File: config.mk
export PLATFORM = sky130hd
export DESIGN_NAME = arb_rr4_flat
export DESIGN_NICKNAME = d
export VERILOG_FILES = /design/src/rtl/arb_rr4_pkg.sv /design/src/rtl/arb_rr4_if.sv /design/src/rtl/dec2to4_onehot.sv /design/src/rtl/arb_rr4.sv /design/src/flat_wrapper.sv
export SDC_FILE = /design/constraint.sdc
export NUM_CORES = 1
export LEC_CHECK = 0
export BUFFER_PORTS_ARGS = -buffer_cell sky130_fd_sc_hd__buf_4
export CAP_MARGIN = 10
export CELL_PAD_IN_SITES_DETAIL_PLACEMENT = 1
export CELL_PAD_IN_SITES_GLOBAL_PLACEMENT = 1
export CORE_ASPECT_RATIO = 0.9
export CORE_MARGIN = 3
export CORE_UTILIZATION = 30
export DETAILED_ROUTE_END_ITERATION = 8
export GPL_TIMING_DRIVEN = 0
export PLACE_DENSITY_LB_ADDON = 0.1
export SETUP_SLACK_MARGIN = 0.05
export SLEW_MARGIN = 10
export SYNTH_ARGS = -nofsm -noshare
export SYNTH_HDL_FRONTEND = slang
export SYNTH_SLANG_ARGS = --single-unit
File: constraint.sdc
create_clock -name clk -period 4.6 [get_ports clk]
set_clock_uncertainty 0.05 [all_clocks]
set_input_delay 0.23 -clock clk [delete_from_list [all_inputs] [get_ports clk]]
set_output_delay 0.23 -clock clk [all_outputs]
set_load 0.01 [all_outputs]
File: src/rtl/arb_rr4_pkg.sv
// Shared constants, FSM state type and the round-robin winner function for arb_rr4.
package arb_pkg;

    localparam int ARB_N_REQ = 4;
    localparam int ARB_IDX_W = 2;

    typedef enum logic {
        IDLE  = 1'b0,
        GRANT = 1'b1
    } arb_state_e;

    // Search order is last+1, last+2, last+3, last (mod 4); returns last when req is empty.
    function automatic logic [ARB_IDX_W-1:0] rr_next(
        input logic [ARB_N_REQ-1:0] req,
        input logic [ARB_IDX_W-1:0] last
    );
        logic [ARB_IDX_W-1:0] cand;
        logic [ARB_IDX_W-1:0] win;
        logic                 found;
        win   = last;
        found = 1'b0;
        for (int i = 1; i <= ARB_N_REQ; i++) begin
            cand = last + ARB_IDX_W'(i);
            if (!found && req[cand]) begin
                win   = cand;
                found = 1'b1;
            end
        end
        return win;
    endfunction

endpackage

File: src/rtl/arb_rr4_if.sv
// Request/grant bundle for arb_rr4, plus the arbiter's FSM state and pointer for observation.
interface arb_rr4_if;
    import arb_pkg::*;

    logic [ARB_N_REQ-1:0] req;
    logic [ARB_N_REQ-1:0] gnt;
    logic [ARB_IDX_W-1:0] gnt_idx;
    logic                 gnt_valid;
    logic                 timeout;
    arb_state_e           dbg_state;
    logic [ARB_IDX_W-1:0] dbg_last;

    // Handshake: a client holds req high for as long as it wants the resource; the grant it
    // sees is registered, and ownership lasts until the owner drops req (or the hold limit hits).
    modport master (
        output req,
        input  gnt, gnt_idx, gnt_valid, timeout, dbg_state, dbg_last
    );

    modport slave (
        input  req,
        output gnt, gnt_idx, gnt_valid, timeout, dbg_state, dbg_last
    );

endinterface

File: src/rtl/dec2to4_onehot.sv
// 2-to-4 one-hot decoder with enable; all outputs low when disabled.
module dec2to4_onehot (
    input  logic [1:0] idx_i,
    input  logic       en_i,
    output logic [3:0] onehot_o
);

    always_comb begin
        onehot_o        = 4'b0000;
        onehot_o[idx_i] = en_i;
    end

endmodule

File: src/rtl/arb_rr4.sv
// Four-requester round-robin arbiter with registered one-hot grant.
// Optional hold-timeout re-arbitration is enabled by defining ARB_TIMEOUT_EN.
module arb_rr4
    import arb_pkg::*;
#(
    parameter int MAX_HOLD = 8
) (
    input  logic       clk,
    input  logic       rst_n,
    arb_rr4_if.slave   bus
);

    if (MAX_HOLD < 2 || MAX_HOLD > 16) begin : g_bad_max_hold
        $error("arb_rr4: MAX_HOLD must be in 2..16");
    end

    arb_state_e           state_q, state_d;
    logic [ARB_IDX_W-1:0] idx_q, idx_d;
    logic [ARB_IDX_W-1:0] last_q, last_d;
    logic [ARB_N_REQ-1:0] gnt_q, gnt_d;
    logic [ARB_IDX_W-1:0] rr_win;
    logic                 grant_new;

`ifdef ARB_TIMEOUT_EN
    localparam int HOLD_W = $clog2(MAX_HOLD);
    logic [HOLD_W-1:0] hold_q, hold_d;
    logic              timeout_q, timeout_d;
`endif

    assign rr_win = rr_next(bus.req, last_q);

    always_comb begin
        state_d   = state_q;
        idx_d     = idx_q;
        last_d    = last_q;
        grant_new = 1'b0;
`ifdef ARB_TIMEOUT_EN
        hold_d    = hold_q;
        timeout_d = 1'b0;
`endif
        case (state_q)
            IDLE: begin
                if (|bus.req) grant_new = 1'b1;
            end
            GRANT: begin
                if (bus.req[idx_q]) begin
`ifdef ARB_TIMEOUT_EN
                    // last_q equals the owner here, so rr_win puts the owner last.
                    if (hold_q == HOLD_W'(MAX_HOLD - 1)) begin
                        grant_new = 1'b1;
                        timeout_d = 1'b1;
                    end else begin
                        hold_d = hold_q + 1'b1;
                    end
`endif
                end else if (|bus.req) begin
                    grant_new = 1'b1;
                end else begin
                    state_d = IDLE;
                end
            end
            default: state_d = IDLE;
        endcase

        if (grant_new) begin
            state_d = GRANT;
            idx_d   = rr_win;
            last_d  = rr_win;
`ifdef ARB_TIMEOUT_EN
            hold_d  = '0;
`endif
        end
    end

    // Decode the next owner so the one-hot grant can be registered alongside the index.
    dec2to4_onehot u_dec (
        .idx_i    (idx_d),
        .en_i     (state_d == GRANT),
        .onehot_o (gnt_d)
    );

    always_ff @(posedge clk or negedge rst_n) begin
        if (!rst_n) begin
            state_q <= IDLE;
            idx_q   <= '0;
            last_q  <= 2'd3;
            gnt_q   <= '0;
        end else begin
            state_q <= state_d;
            idx_q   <= idx_d;
            last_q  <= last_d;
            gnt_q   <= gnt_d;
        end
    end

`ifdef ARB_TIMEOUT_EN
    always_ff @(posedge clk or negedge rst_n) begin
        if (!rst_n) begin
            hold_q    <= '0;
            timeout_q <= 1'b0;
        end else begin
            hold_q    <= hold_d;
            timeout_q <= timeout_d;
        end
    end
    assign bus.timeout = timeout_q;
`else
    assign bus.timeout = 1'b0;
`endif

    assign bus.gnt       = gnt_q;
    assign bus.gnt_idx   = idx_q;
    assign bus.gnt_valid = (state_q == GRANT);
    assign bus.dbg_state = state_q;
    assign bus.dbg_last  = last_q;

endmodule
File: src/flat_wrapper.sv
// flat-port wrapper written by rule: the top's interface ports become plain ports
module arb_rr4_flat import arb_pkg::*;
#(
    parameter int MAX_HOLD = 8
)
  (clk, rst_n, bus_req, bus_gnt, bus_gnt_idx, bus_gnt_valid, bus_timeout, bus_dbg_state, bus_dbg_last);
  arb_rr4_if bus_i ();
  input  logic clk;
  input  logic rst_n;
  input wire logic [$bits(bus_i.req)-1:0] bus_req;
  output wire logic [$bits(bus_i.gnt)-1:0] bus_gnt;
  output wire logic [$bits(bus_i.gnt_idx)-1:0] bus_gnt_idx;
  output wire logic [$bits(bus_i.gnt_valid)-1:0] bus_gnt_valid;
  output wire logic [$bits(bus_i.timeout)-1:0] bus_timeout;
  output wire logic [$bits(bus_i.dbg_state)-1:0] bus_dbg_state;
  output wire logic [$bits(bus_i.dbg_last)-1:0] bus_dbg_last;
  assign bus_i.req = bus_req;
  assign bus_gnt = bus_i.gnt;
  assign bus_gnt_idx = bus_i.gnt_idx;
  assign bus_gnt_valid = bus_i.gnt_valid;
  assign bus_timeout = bus_i.timeout;
  assign bus_dbg_state = bus_i.dbg_state;
  assign bus_dbg_last = bus_i.dbg_last;
  arb_rr4 #(.MAX_HOLD(MAX_HOLD)) u_core (.clk(clk), .rst_n(rst_n), .bus(bus_i));
endmodule
; ---- Word-level counts from Yosys, hierarchy flattened
; Index checks and enable logic that the tools add are counted.
[totals]
register_bits = 9
output_inout_bits = 11
input_bits = 6
elab_cells = 50
[classes]
addsub = 3
n_mux = 26
bitwise_logic = 2
n_reduce_logical = 8
magnitude_cmp = 7
[ops]
columns = op, count
row1 = 2-bit by 3-bit < comparator with 1-bit output (second input constant), 6
row2 = 1-bit two-way mux, 14
row3 = 1-bit binary-select mux with 2-bit select, 5
row4 = 2-bit two-way mux, 5
row5 = 2-bit adder (second input constant), 2
row6 = 4-bit bitwise AND, 1
row7 = 1-bit logical AND, 4
row8 = 4-bit OR reduction, 1
row9 = 1-bit zero test, 3
row10 = 2-bit by 1-bit adder with 2-bit output (second input constant), 1
row11 = 1-bit demux with 2-bit select, 1
row12 = 2-bit by 1-bit greater-or-equal comparator with 1-bit output (second input constant), 1
row13 = 1-bit case mux with 2 select lines, 1
row14 = 1-bit NOT, 1

; ---- Logic depth before layout (Yosys ltp)
; Gate-level depths: netlist of run 1.
[depth]
ltp_word = 19
ltp_mapped = 6
depth_no_buf = 5

; ---- Modules after synthesis
; A second synthesis of run 1 with hierarchy kept.
[hier_totals]
cells_unflattened = 41
area_unflattened_um2 = 467.9
[modules_own_cells]
columns = mod, instances, cells_per_inst, seq_area_each_um2, area_per_inst_um2
row1 = arb_rr4, 1, 37, 227.7, 430.4
row2 = dec2to4_onehot, 1, 4, 0.0, 37.5

; ---- Worst setup path after synthesis of run 1
; OpenSTA, ideal clock, no wires.
[synth_timing]
path_kind = reg2reg
start = register u_core.last_q[1], in the netlist u_core.bus.dbg_last[1]
end = register u_core.idx_q[0], in the netlist u_core.bus.gnt_idx[0]
path_slack_ps = 2615
required_ps = 4431
setup_time_ps = 119
path_stages_with_launch = 7
path_buffers = 1
t_arrival_ps = 1816
synth_period_minus_slack_ps = 1985
cell_sequence = dfstp_2 > buf_6 > mux2i_1 > nor2_1 > or3_4 > or4_4 > o21a_1
[synth_via]
elab_chain_len = 14
elab_cells_between_ends = 25
cone_classes = add/sub (3) / mux (16) / reduce/logical (6)
[synth_rtl]
columns = element, line
row1 = start: declaration, arb_rr4.sv:19  ; logic [ARB_IDX_W-1:0] last_q, last_d;
row2 = start signal: assignment, arb_rr4.sv:91  ; last_q <= last_d;
row3 = 2-bit by 1-bit adder with 2-bit output, arb_rr4_pkg.sv:23  ; cand = last + ARB_IDX_W'(i);
row4 = 1-bit binary-select mux with 2-bit select, arb_rr4_pkg.sv:24  ; if (!found && req[cand]) begin
row5 = 1-bit two-way mux (implied by the code), arb_rr4_pkg.sv:24
row6 = 1-bit two-way mux, arb_rr4_pkg.sv:24
row7 = 1-bit zero test, arb_rr4_pkg.sv:24
row8 = 1-bit logical AND, arb_rr4_pkg.sv:24
row9 = 1-bit two-way mux, arb_rr4_pkg.sv:24
row10 = 1-bit zero test, arb_rr4_pkg.sv:24
row11 = 1-bit logical AND, arb_rr4_pkg.sv:24
row12 = 1-bit two-way mux, arb_rr4_pkg.sv:24
row13 = 1-bit zero test, arb_rr4_pkg.sv:24
row14 = 1-bit logical AND, arb_rr4_pkg.sv:24
row15 = 2-bit two-way mux (*), arb_rr4_pkg.sv:24
row16 = 2-bit two-way mux (*), arb_rr4.sv:65  ; if (grant_new) begin
row17 = net u_core.idx_d[0], arb_rr4.sv:18  ; logic [ARB_IDX_W-1:0] idx_q, idx_d;
row18 = end signal: assignment, arb_rr4.sv:90  ; idx_q <= idx_d;
row19 = end: declaration, arb_rr4.sv:18
; The timed path passes the listed nets; every way through them passes the cells marked *. The select of a mux whose other input is x is not followed.
; A chain may end at the register's enable or synchronous reset.

; ---- Final worst setup path of run 1
[layout_timing]
start = register u_core.idx_q[0], in the netlist u_core.bus.gnt_idx[0]
end = register u_core.last_q[1], in the netlist u_core.bus.dbg_last[1]
[layout_via]
elab_chain_len = 4
[layout_rtl]
columns = element, line
row1 = 1-bit binary-select mux with 2-bit select, arb_rr4.sv:46  ; if (bus.req[idx_q]) begin
row2 = 1-bit two-way mux (implied by the code), arb_rr4.sv:46
row3 = 1-bit two-way mux, arb_rr4.sv:46
row4 = 1-bit case mux with 2 select lines, arb_rr4.sv:41  ; case (state_q)
; Every way passes these cells. The select of a mux whose other input is x is not followed.

==> impl_results.md, run 1 <==
- Largest net degree at the start of global routing: 10
- Yosys top cell by area: dfrtp_1
- WL final: 1280 µm
- Layout cells sized above 1: 39.4%
- Slew headroom: 41.2%
- Syn nets: 57
- Post-synthesis register bit count: 9
- VDD IR max: 0.318 mV
- Syn Area/Cell: 10.0 µm²
- Post-Synthesis Cell Area: 510 µm²
- CTS tree: yes
- IO buf count: 15
- Global-route wire length before repair: 2190 µm
- EDFF count, synth: 0
- Antenna diodes: 0
- Starting Density: 33.4%
- RSZ-0062 raised after global routing: false
- CTS root buf: clkbuf_4
- Cells after Synth: 51
- Slew Viols, Final: 0
- CTS buffer count: 3
- First-pass DRT Iterations: 1
- Fin crit share: 44.8%
- Worst-path maximum fanout: 7
- Critical path arrival: 2200 ps
- # rows: 13
- CP endpoint kind: register
- Initial antenna violation count: 0
- Via count: 464
- YS warnings: 0
- RD Place Congestion: 0.795
- H-tree depth: 1
- Gr usage total: 13.2%
- Final Setup Violations: 0
- Status: finished clean
- Setup Total Neg Slack: 0 ps
- Vias in the first global route: 476
- Die Span Y: 45.1 µm
- Longest Clk Path Bufs: 2
- Ys async rst share: 100%
- Most numerous cell in the Yosys netlist: dfrtp_1
- Grt ovf: 0
- Hold WC Path Type: input pin to register
- Minimum clock period: 2060 ps
- Final core utilization: 44.9%
- Synth unique cells: 26
- R2R Setup Slk: 2540 ps
- PD cells: 669 mW/mm²
- Synth area leaders: dfrtp_1 34%, dfstp_2 10%, a21oi_1 3.9%
- Critical path class: register to register
- Initial DRC count: 0
- Sequential area share after synthesis: 44.6%
- Max_cap viols: 0
- Core area: 0.00153 mm²
- Setup WS post-layout: 2540 ps
- Area growth from synthesis to layout: 34.6%
- Die area: 0.00223 mm²
- Required @ worst endpoint: 4740 ps
- Slew @ Worst Pin: 875 ps
- Leak: 0.316 nW
- Final net count: 78
- Fin. Hold Viols: 0
- Top FF cell, synth: dfrtp_1
- # IOs: 17
- Num Clock Sinks: 9
- Die width: 49.5 µm
- DPL Wire Length: 960 µm
- Fmax: 0.485 GHz
- Top-area cell type share of the netlist area: 34.3%
- Most frequent cells after synthesis: 7 x dfrtp_1, 4 x a21oi_1, 4 x nand2_1
- Via-to-Cell Ratio: 4.99
- Place WS: 2570 ps
- Post-DRT Antenna Nets: 0
- Post-route DRC: 0
- Worst skew pair latency: 260 ps
- Post-DR wirelength/cell: 13.7 µm
- Worst-path clk slew: 60 ps
- Setup crit start kind: register
==> kinds of logic (layout without fill, tap and decap cells) <==
logic type / count (synthesis) / in the layout / synth area share, %
AO/OA/AOI/OAI: 13 / 13 / 18.6
buffers and inverters: 6 / 26 / 7.35
AND/OR/NAND/NOR: 19 / 19 / 22.5
multiplexers: 3 / 3 / 6.13
other: 1 / 1 / 0.735
flip-flops: 9 / 9 / 44.6
==> sequential cells by signal, summed over array words and instances, names as in the netlist <==
register / cells
u_core.bus.dbg_last: 2
u_core.bus.gnt: 4
u_core.bus.dbg_state: 1
u_core.bus.gnt_idx: 2
==> final cells by class <==
type	count	area [µm²]
fill	195	842
buffer	3	26.3
timing repair buffer	16	123
inverter	3	11.3
tap	22	27.5
sequential	9	228
clock buffer	4	26.3
multi-input combinational	36	245
==> layout by cell type (no fill, tap or decap), types with 2 or more instances in the layout <==
| master | instances |
|---|---|
| a21oi_1 | 4 |
| dfstp_2 | 2 |
| inv_1 | 3 |
| o21a_1 | 2 |
| dfrtp_1 | 7 |
| nand2b_1 | 2 |
| a32o_1 | 2 |
| nand2_1 | 4 |
| mux2i_1 | 2 |
| buf_4 | 17 |
| nor3b_1 | 2 |
| clkbuf_4 | 3 |
| nor3_1 | 3 |
| nor4_1 | 2 |
| nor2_1 | 2 |
==> worst paths after layout <==
check,end,cells after the start,startpoint
worst max-delay path,u_core.bus.dbg_last[1],4,u_core.bus.gnt_idx[0]
worst min-delay path,u_core.bus.dbg_state,3,bus_req[0]
worst min register to register,u_core.bus.dbg_last[0],1,u_core.bus.dbg_last[0]
worst max register to register,u_core.bus.dbg_last[1],4,u_core.bus.gnt_idx[0]
max in group asynchronous,u_core.bus.dbg_last[0],2,rst_n
min in group asynchronous,u_core.bus.gnt_idx[1],2,rst_n
==> worst max-delay path, cell delays in order, from the launching register on <==
cell and delay, ps:
dfrtp_1 490, mux2i_1 290, nor3b_1 150, nor3_1 610
mux2_2 400
==> metal layers <==
metal,vias to the layer above,global-route usage [%],routed length (µm)
met5,-,0,0
met4,0,3.31,8
met3,2,4.95,69
met2,10,23.3,641
met1,228,15.4,556
li1,224,-,-
==> per-stage QoR <==
step	hold WS, ps	total power [mW]	std cells	cell area [µm²]
3_3_place_gp	12.3	0.398	88	651
6_report	227	0.460	93	687
2_1_floorplan	-116	0.310	51	510
5_1_grt	233	0.501	93	687
3_5_place_dp	14.3	0.401	88	651
4_1_cts	221	0.467	93	687
==> report_power, final <==
part,internal (mW),total [mW],switching [mW]
Combinational,0.130,0.252,0.122
Sequential,0.119,0.148,0.0286
Clock,0.0334,0.0600,0.0266
==> timing repair <==
| action | in CTS | in global routing |
|---|---|---|
| resized for setup | 0 | 0 |
| setup endpoints to repair | 0 | 0 |
| setup buffers | 0 | 0 |
| hold buffers | 1 | 0 |
| hold endpoints to repair | 9 | 0 |
Power figures use the tool's default switching activity.
==> run 2, diff against run 1 <==
==> constraint.sdc (replaced) <==
create_clock -name clk -period 2.1 [get_ports clk]
set_clock_uncertainty 0.05 [all_clocks]
set_input_delay 0.105 -clock clk [delete_from_list [all_inputs] [get_ports clk]]
set_output_delay 0.105 -clock clk [all_outputs]
set_load 0.01 [all_outputs]
==> impl_results.md, run 2 (synthesis results as in run 1) <==
- Critical path class: register to register
- Placed instance area: 651 µm² (unchanged)
- CTS root buf: clkbuf_4
- Finished Layout Cells: 98 (+5.4%)
- Hold WS: 120 ps (-107 ps)
- Post-DRT Antenna Nets: 0 (unchanged)
- Starting Density: 33.4% (unchanged)
- Worst skew pair latency: 260 ps (about the same)
- Num Clock Sinks: 9 (unchanged)
- Longest Clk Path Bufs: 2 (unchanged)
- Layout cells sized above 1: 50.0% (+11 points)
- Register-to-Register Path Depth: 5 (+1)
- # rows: 13 (unchanged)
- Final net count: 83 (+6.4%)
- VDD IR max: 0.697 mV (+120%)
- Commonest non-fill, non-tap cell in the layout: buf_4
- R2R Setup Slk: 100 ps (-2440 ps)
- CTS buffer count: 3 (unchanged)
- Die area: 0.00223 mm² (unchanged)
- Max reg flops: 4 (unchanged)
- Met2 Resource Use GR: 26.2% (+2.9 points)
- Area growth from synthesis to layout: 48.0%
- Minimum clock period: 2000 ps (-61.1 ps)
- Via count: 482 (+3.9%)
- Critical Path Start: u_core.bus.dbg_last[1]
- Slew Viols, Final: 0 (unchanged)
- Fmax: 0.500 GHz (+3.1%)
- RD Place Congestion: 0.795 (unchanged)
- H-tree depth: 1 (unchanged)
- Critical R2R Launch: u_core.bus.dbg_last[1]
- First-pass DRT Iterations: 3 (+2)
- Pwr Total: 1.13 mW (+150%)
- IO buf count: 15 (unchanged)
- Worst-path clk slew: 60 ps (about the same)
- DPL Wire Length: 960 µm (unchanged)
- Global-route wire length before repair: 2360 µm (+7.9%)
- Leak: 0.349 nW (+10%)
- WL final: 1500 µm (+18%)
- Final instance area: 756 µm² (+10%)
- Setup crit start kind: register
- Largest net degree at the start of global routing: 10 (unchanged)
- Critical path arrival: 2090 ps (-110 ps)
- PD cells: 1490 mW/mm² (+120%)
- Hold WC Path Type: input pin to register
- RSZ-0062 raised after global routing: false
- Status: finished clean
- # IOs: 17 (unchanged)
- Slew @ Worst Pin: 1040 ps (+160 ps)
- GR Util met3: 4.95% (unchanged)
- Setup WS post-layout: 98.8 ps (-2440 ps)
- Leading cell types in the layout, fill and taps excluded: 23 x buf_4, 7 x dfrtp_1, 4 x nand2_1, 4 x a21oi_1
- GR Layer Usage met1: 16.6% (+1.2 points)
- CP endpoint kind: register
- Fin crit share: 95.3% (+50 points)
- Die Span Y: 45.1 µm (unchanged)
- Gr usage total: 14.4% (+1.2 points)
- Setup Total Neg Slack: 0 ps (unchanged)
- Worst r2r dst: u_core.bus.gnt_idx[0]
- Final Setup Violations: 0 (unchanged)
- Place WS: 65.9 ps (-2500 ps)
- Slew headroom: 30.4% (-11 points)
- Core area: 0.00153 mm² (unchanged)
- Initial DRC count: 3 (+3)
- CTS tree: yes
- Worst Setup EP: u_core.bus.gnt_idx[0]
- Die width: 49.5 µm (unchanged)
- Worst-path maximum fanout: 3 (-4)
- Max_cap viols: 0 (unchanged)
- Required @ worst endpoint: 2190 ps (-2550 ps)
- Grt ovf: 0 (unchanged)
- GR peak layer: met2
- Post-route DRC: 0 (unchanged)
- Fin. Hold Viols: 0 (unchanged)
- Via-to-Cell Ratio: 4.92 (-1.4%)
- Initial antenna violation count: 0 (unchanged)
- Placed cells: 88 (unchanged)
- Antenna diodes: 0 (unchanged)
- Post-DR wirelength/cell: 15.3 µm (+12%)
- Vias in the first global route: 512 (+7.6%)
- Final core utilization: 49.4% (+4.5 points)
run 2: power by group:
group | internal (mW) | total, mW | switching [mW]
registers | 0.261 | 0.331 | 0.0694
logic | 0.349 | 0.667 | 0.317
clock network | 0.0731 | 0.132 | 0.0586
total | 0.684 | 1.13 | 0.445
run 2: layout make-up:
class | count | area [µm²]
flip-flops and latches | 9 | 228
well taps | 22 | 27.5
inverters | 3 | 11.3
clock buffers | 4 | 26.3
multi-input cells | 36 | 280
fillers | 191 | 773
plain buffers | 2 | 15.0
repair buffers | 22 | 168
run 2: worst min path at each step:
stage                    start                    end  slack [ps]  cells past startpoint
finish              bus_req[0]   u_core.bus.dbg_state         120                      3
global placement         rst_n  u_core.bus.gnt_idx[1]        -110                      1
CTS                 bus_req[0]   u_core.bus.dbg_state         110                      3
global route        bus_req[0]   u_core.bus.dbg_state         130                      3
floorplan                rst_n   u_core.bus.dbg_state        -240                      0
detailed placement       rst_n   u_core.bus.dbg_state        -110                      1
run 2: worst max-delay path: stages (launching register included):
cell	delay, ps
dfstp_2	560
mux2i_1	210
nor2_1	80
or3_4	390
or4_4	460
o21a_1	140
run 2: layer usage:
layer,up-vias,wire (µm)
li1,234,-
met1,236,641
met2,10,780
met3,2,71
met4,0,6
met5,-,0
run 2: what timing repair did:
action,4_1_cts,5_1_grt
gates cloned,0,0
hold endpoints to repair,9,0
setup endpoints to repair,2,7
pin swaps,3,5
hold buffers,1,0
gates resized for setup,1,5
buffers inserted,6,0
==> run 3, diff against run 2 <==
--- a/config.mk
+++ b/config.mk
@@ -5,13 +5,13 @@
 export SDC_FILE = /design/constraint.sdc
 export NUM_CORES = 1
 export LEC_CHECK = 0
+export ABC_CLOCK_PERIOD_IN_PS = 2100
 export BUFFER_PORTS_ARGS = -buffer_cell sky130_fd_sc_hd__buf_4
 export CAP_MARGIN = 10
 export CELL_PAD_IN_SITES_DETAIL_PLACEMENT = 1
 export CELL_PAD_IN_SITES_GLOBAL_PLACEMENT = 1
-export CORE_ASPECT_RATIO = 0.9
 export CORE_MARGIN = 3
-export CORE_UTILIZATION = 30
+export CORE_UTILIZATION = 34
 export DETAILED_ROUTE_END_ITERATION = 8
 export GPL_TIMING_DRIVEN = 0
 export PLACE_DENSITY_LB_ADDON = 0.1
@@ -19,4 +19,5 @@
 export SLEW_MARGIN = 10
 export SYNTH_ARGS = -nofsm -noshare
 export SYNTH_HDL_FRONTEND = slang
+export SYNTH_HIERARCHICAL = 1
 export SYNTH_SLANG_ARGS = --single-unit
==> impl_results.md, run 3 <==
- Largest net degree at the start of global routing: 10 (unchanged)
- EDFF count, synth: 0 (unchanged)
- WL final: 1150 µm (-24%)
- Placed cells: 70 (-20%)
- Worst-path maximum fanout: 5 (+2)
- Syn Area/Cell: 11.4 µm² (+14%)
- PD cells: 1430 mW/mm² (-4.4%)
- DPL Wire Length: 959 µm (-0.12%)
- CTS tree: yes
- H-tree depth: 1 (unchanged)
- Leading cell types in the layout, fill and taps excluded: 17 x buf_4, 7 x dfrtp_1
- Hold WC Path Type: input pin to register
- Via count: 376 (-22%)
- CP endpoint kind: register
- Fill count: 145 (-24%)
- # rows: 12 (-1)
- Fin. Hold Viols: 0 (unchanged)
- Longest Clk Path Bufs: 2 (unchanged)
- Starting Density: 39.0% (+5.6 points)
- YS warnings: 6 (+6)
- Yosys top cell by area: dfrtp_1
- Final Setup Violations: 0 (unchanged)
- Gr usage total: 13.4% (-1.1 points)
- Post-route DRC: 0 (unchanged)
- Leak: 0.317 nW (-9.1%)
- Post-DRT Antenna Nets: 0 (unchanged)
- Num Clock Sinks: 9 (unchanged)
- IO buf count: 15 (unchanged)
- Worst skew pair latency: 250 ps (about the same)
- First-pass DRT Iterations: 4 (+1)
- Fmax: 0.534 GHz (+6.9%)
- Critical path class: register to register
- Max_cap viols: 0 (unchanged)
- Cells after Synth: 41 (-20%)
- Top FF cell, synth: dfrtp_1
- Layout cells sized above 1: 45.9% (-4.1 points)
- Ys async rst share: 100% (unchanged)
- Most numerous cell in the Yosys netlist: dfrtp_1
- Die width: 43.1 µm (-13%)
- Core area: 0.00120 mm² (-21%)
- Status: finished clean
- RSZ-0062 raised after global routing: false
- Max reg flops: 4 (unchanged)
- CTS resizes: 0 (-1)
- VDD IR max: 0.542 mV (-22%)
- Worst-path clk slew: 60 ps (about the same)
- Min-delay src: bus_req[0]
- Critical path arrival: 1960 ps (-130 ps)
- Initial DRC count: 3 (unchanged)
- Required @ worst endpoint: 2190 ps (about the same)
- Post-DR wirelength/cell: 15.3 µm (about the same)
- Die Span Y: 43.1 µm (-4.5%)
- Final net count: 68 (-18%)
- Critical R2R Launch: u_core/bus.dbg_last[0]
- Post-CTS setup buffer count: 0 (-6)
- Synth area leaders: dfrtp_1 37%, dfstp_2 11%, mux2i_1 6.4%
- Synth unique cells: 21 (-19%)
- Finished Layout Cells: 75 (-23%)
- Area growth from synthesis to layout: 35.6%
- Vias in the first global route: 402 (-21%)
- Post-Synthesis Cell Area: 468 µm² (-8.3%)
- Most frequent cells after synthesis: 7 x dfrtp_1, 3 x inv_1, 3 x mux2i_1, 3 x o21ai_0
- CTS root buf: clkbuf_4
- Syn nets: 47 (-18%)
- Via-to-Cell Ratio: 5.01 (+1.9%)
- Hold buffers post-CTS: 1 (unchanged)
- Antenna diodes: 0 (unchanged)
- Post-synthesis register bit count: 9 (unchanged)
- Die area: 0.00186 mm² (-17%)
- Initial antenna violation count: 0 (unchanged)
- Top-area cell type share of the netlist area: 37.4% (+3.1 points)
- CTS buffer count: 3 (unchanged)
- Global-route wire length before repair: 1830 µm (-23%)
- Sequential area share after synthesis: 48.7% (+4.1 points)
- Setup crit start kind: register
- # IOs: 17 (unchanged)
- RD Place Congestion: 0.667 (-16%)
- Minimum clock period: 1870 ps (-130 ps)
- Grt ovf: 0 (unchanged)
- Critical Path Start: u_core/bus.dbg_last[0]
- Setup Total Neg Slack: 0 ps (unchanged)
- Slew Viols, Final: 0 (unchanged)
- Fin crit share: 89.1% (-6.2 points)
- Commonest non-fill, non-tap cell in the layout: buf_4
-- run 3: through the flow --
| stage | util, % | hold slack, ps | cell area [µm²] | worst slack (ps) | power [mW] |
|---|---|---|---|---|---|
| 2_1_floorplan | - | -241 | 468 | 391 | 0.599 |
| 3_3_place_gp | 49.8 | -124 | 598 | 323 | 0.753 |
| 3_5_place_dp | 49.8 | -119 | 598 | 212 | 0.794 |
| 4_1_cts | 52.8 | 101 | 634 | 214 | 0.923 |
| 5_1_grt | 52.8 | 97.1 | 634 | 109 | 0.974 |
| 6_report | 52.8 | 107 | 634 | 228 | 0.906 |
-- run 3: logic make-up after synthesis --
group / synth area share, %
DFF: 48.7
other: 0.801
muxes: 11.2
buffers and inverters: 5.61
and+or+nand+nor: 17.6
AOI/OAI and AO/OA: 16.0
-- run 3: per-layer routing --
metal | vias to the layer above | wire [µm] | track usage [%]
met3 | 0 | 71 | 2.54
met1 | 180 | 433 | 13.9
li1 | 181 | - | -
met5 | - | 0 | 0
met4 | 0 | 0 | 3.61
met2 | 15 | 642 | 26.3
-- run 3: final timing paths --
path / slack, ps / end / cells after the start
setup reg to reg: 230 / u_core/bus.gnt[1] / 5
hold / removal: 110 / u_core/bus.dbg_state / 2
min in group asynchronous: 170 / u_core/bus.gnt[0] / 2
hold reg to reg: 460 / u_core/bus.dbg_last[0] / 2
setup / recovery: 230 / u_core/bus.gnt[1] / 5
max in group asynchronous: 1610 / u_core/bus.dbg_last[0] / 2
-- run 3: cell type report --
| class | instances | area (µm²) | area share [%] |
|---|---|---|---|
| buffer | 2 | 15.0 | 2.37 |
| clock buffer | 4 | 26.3 | 4.14 |
| inverter | 3 | 11.3 | 1.78 |
| multi-input combinational | 27 | 214 | 33.7 |
| sequential | 9 | 228 | 35.9 |
| tap | 14 | 17.5 | 2.76 |
| timing repair buffer | 16 | 123 | 19.3 |
-- run 3: worst max-delay path, cell delays in order (launching register included) --
cell,delay [ps]
dfstp_2,570
nor2b_1,70
a21o_1,150
a221oi_1,420
mux2i_1,260
and3b_1,250
-- run 3: report_power, final --
part           internal, mW  switching, mW  total, mW
registers             0.264         0.0605      0.324
clock network        0.0727         0.0531      0.126
logic                 0.231          0.224      0.455
total                 0.568          0.338      0.906
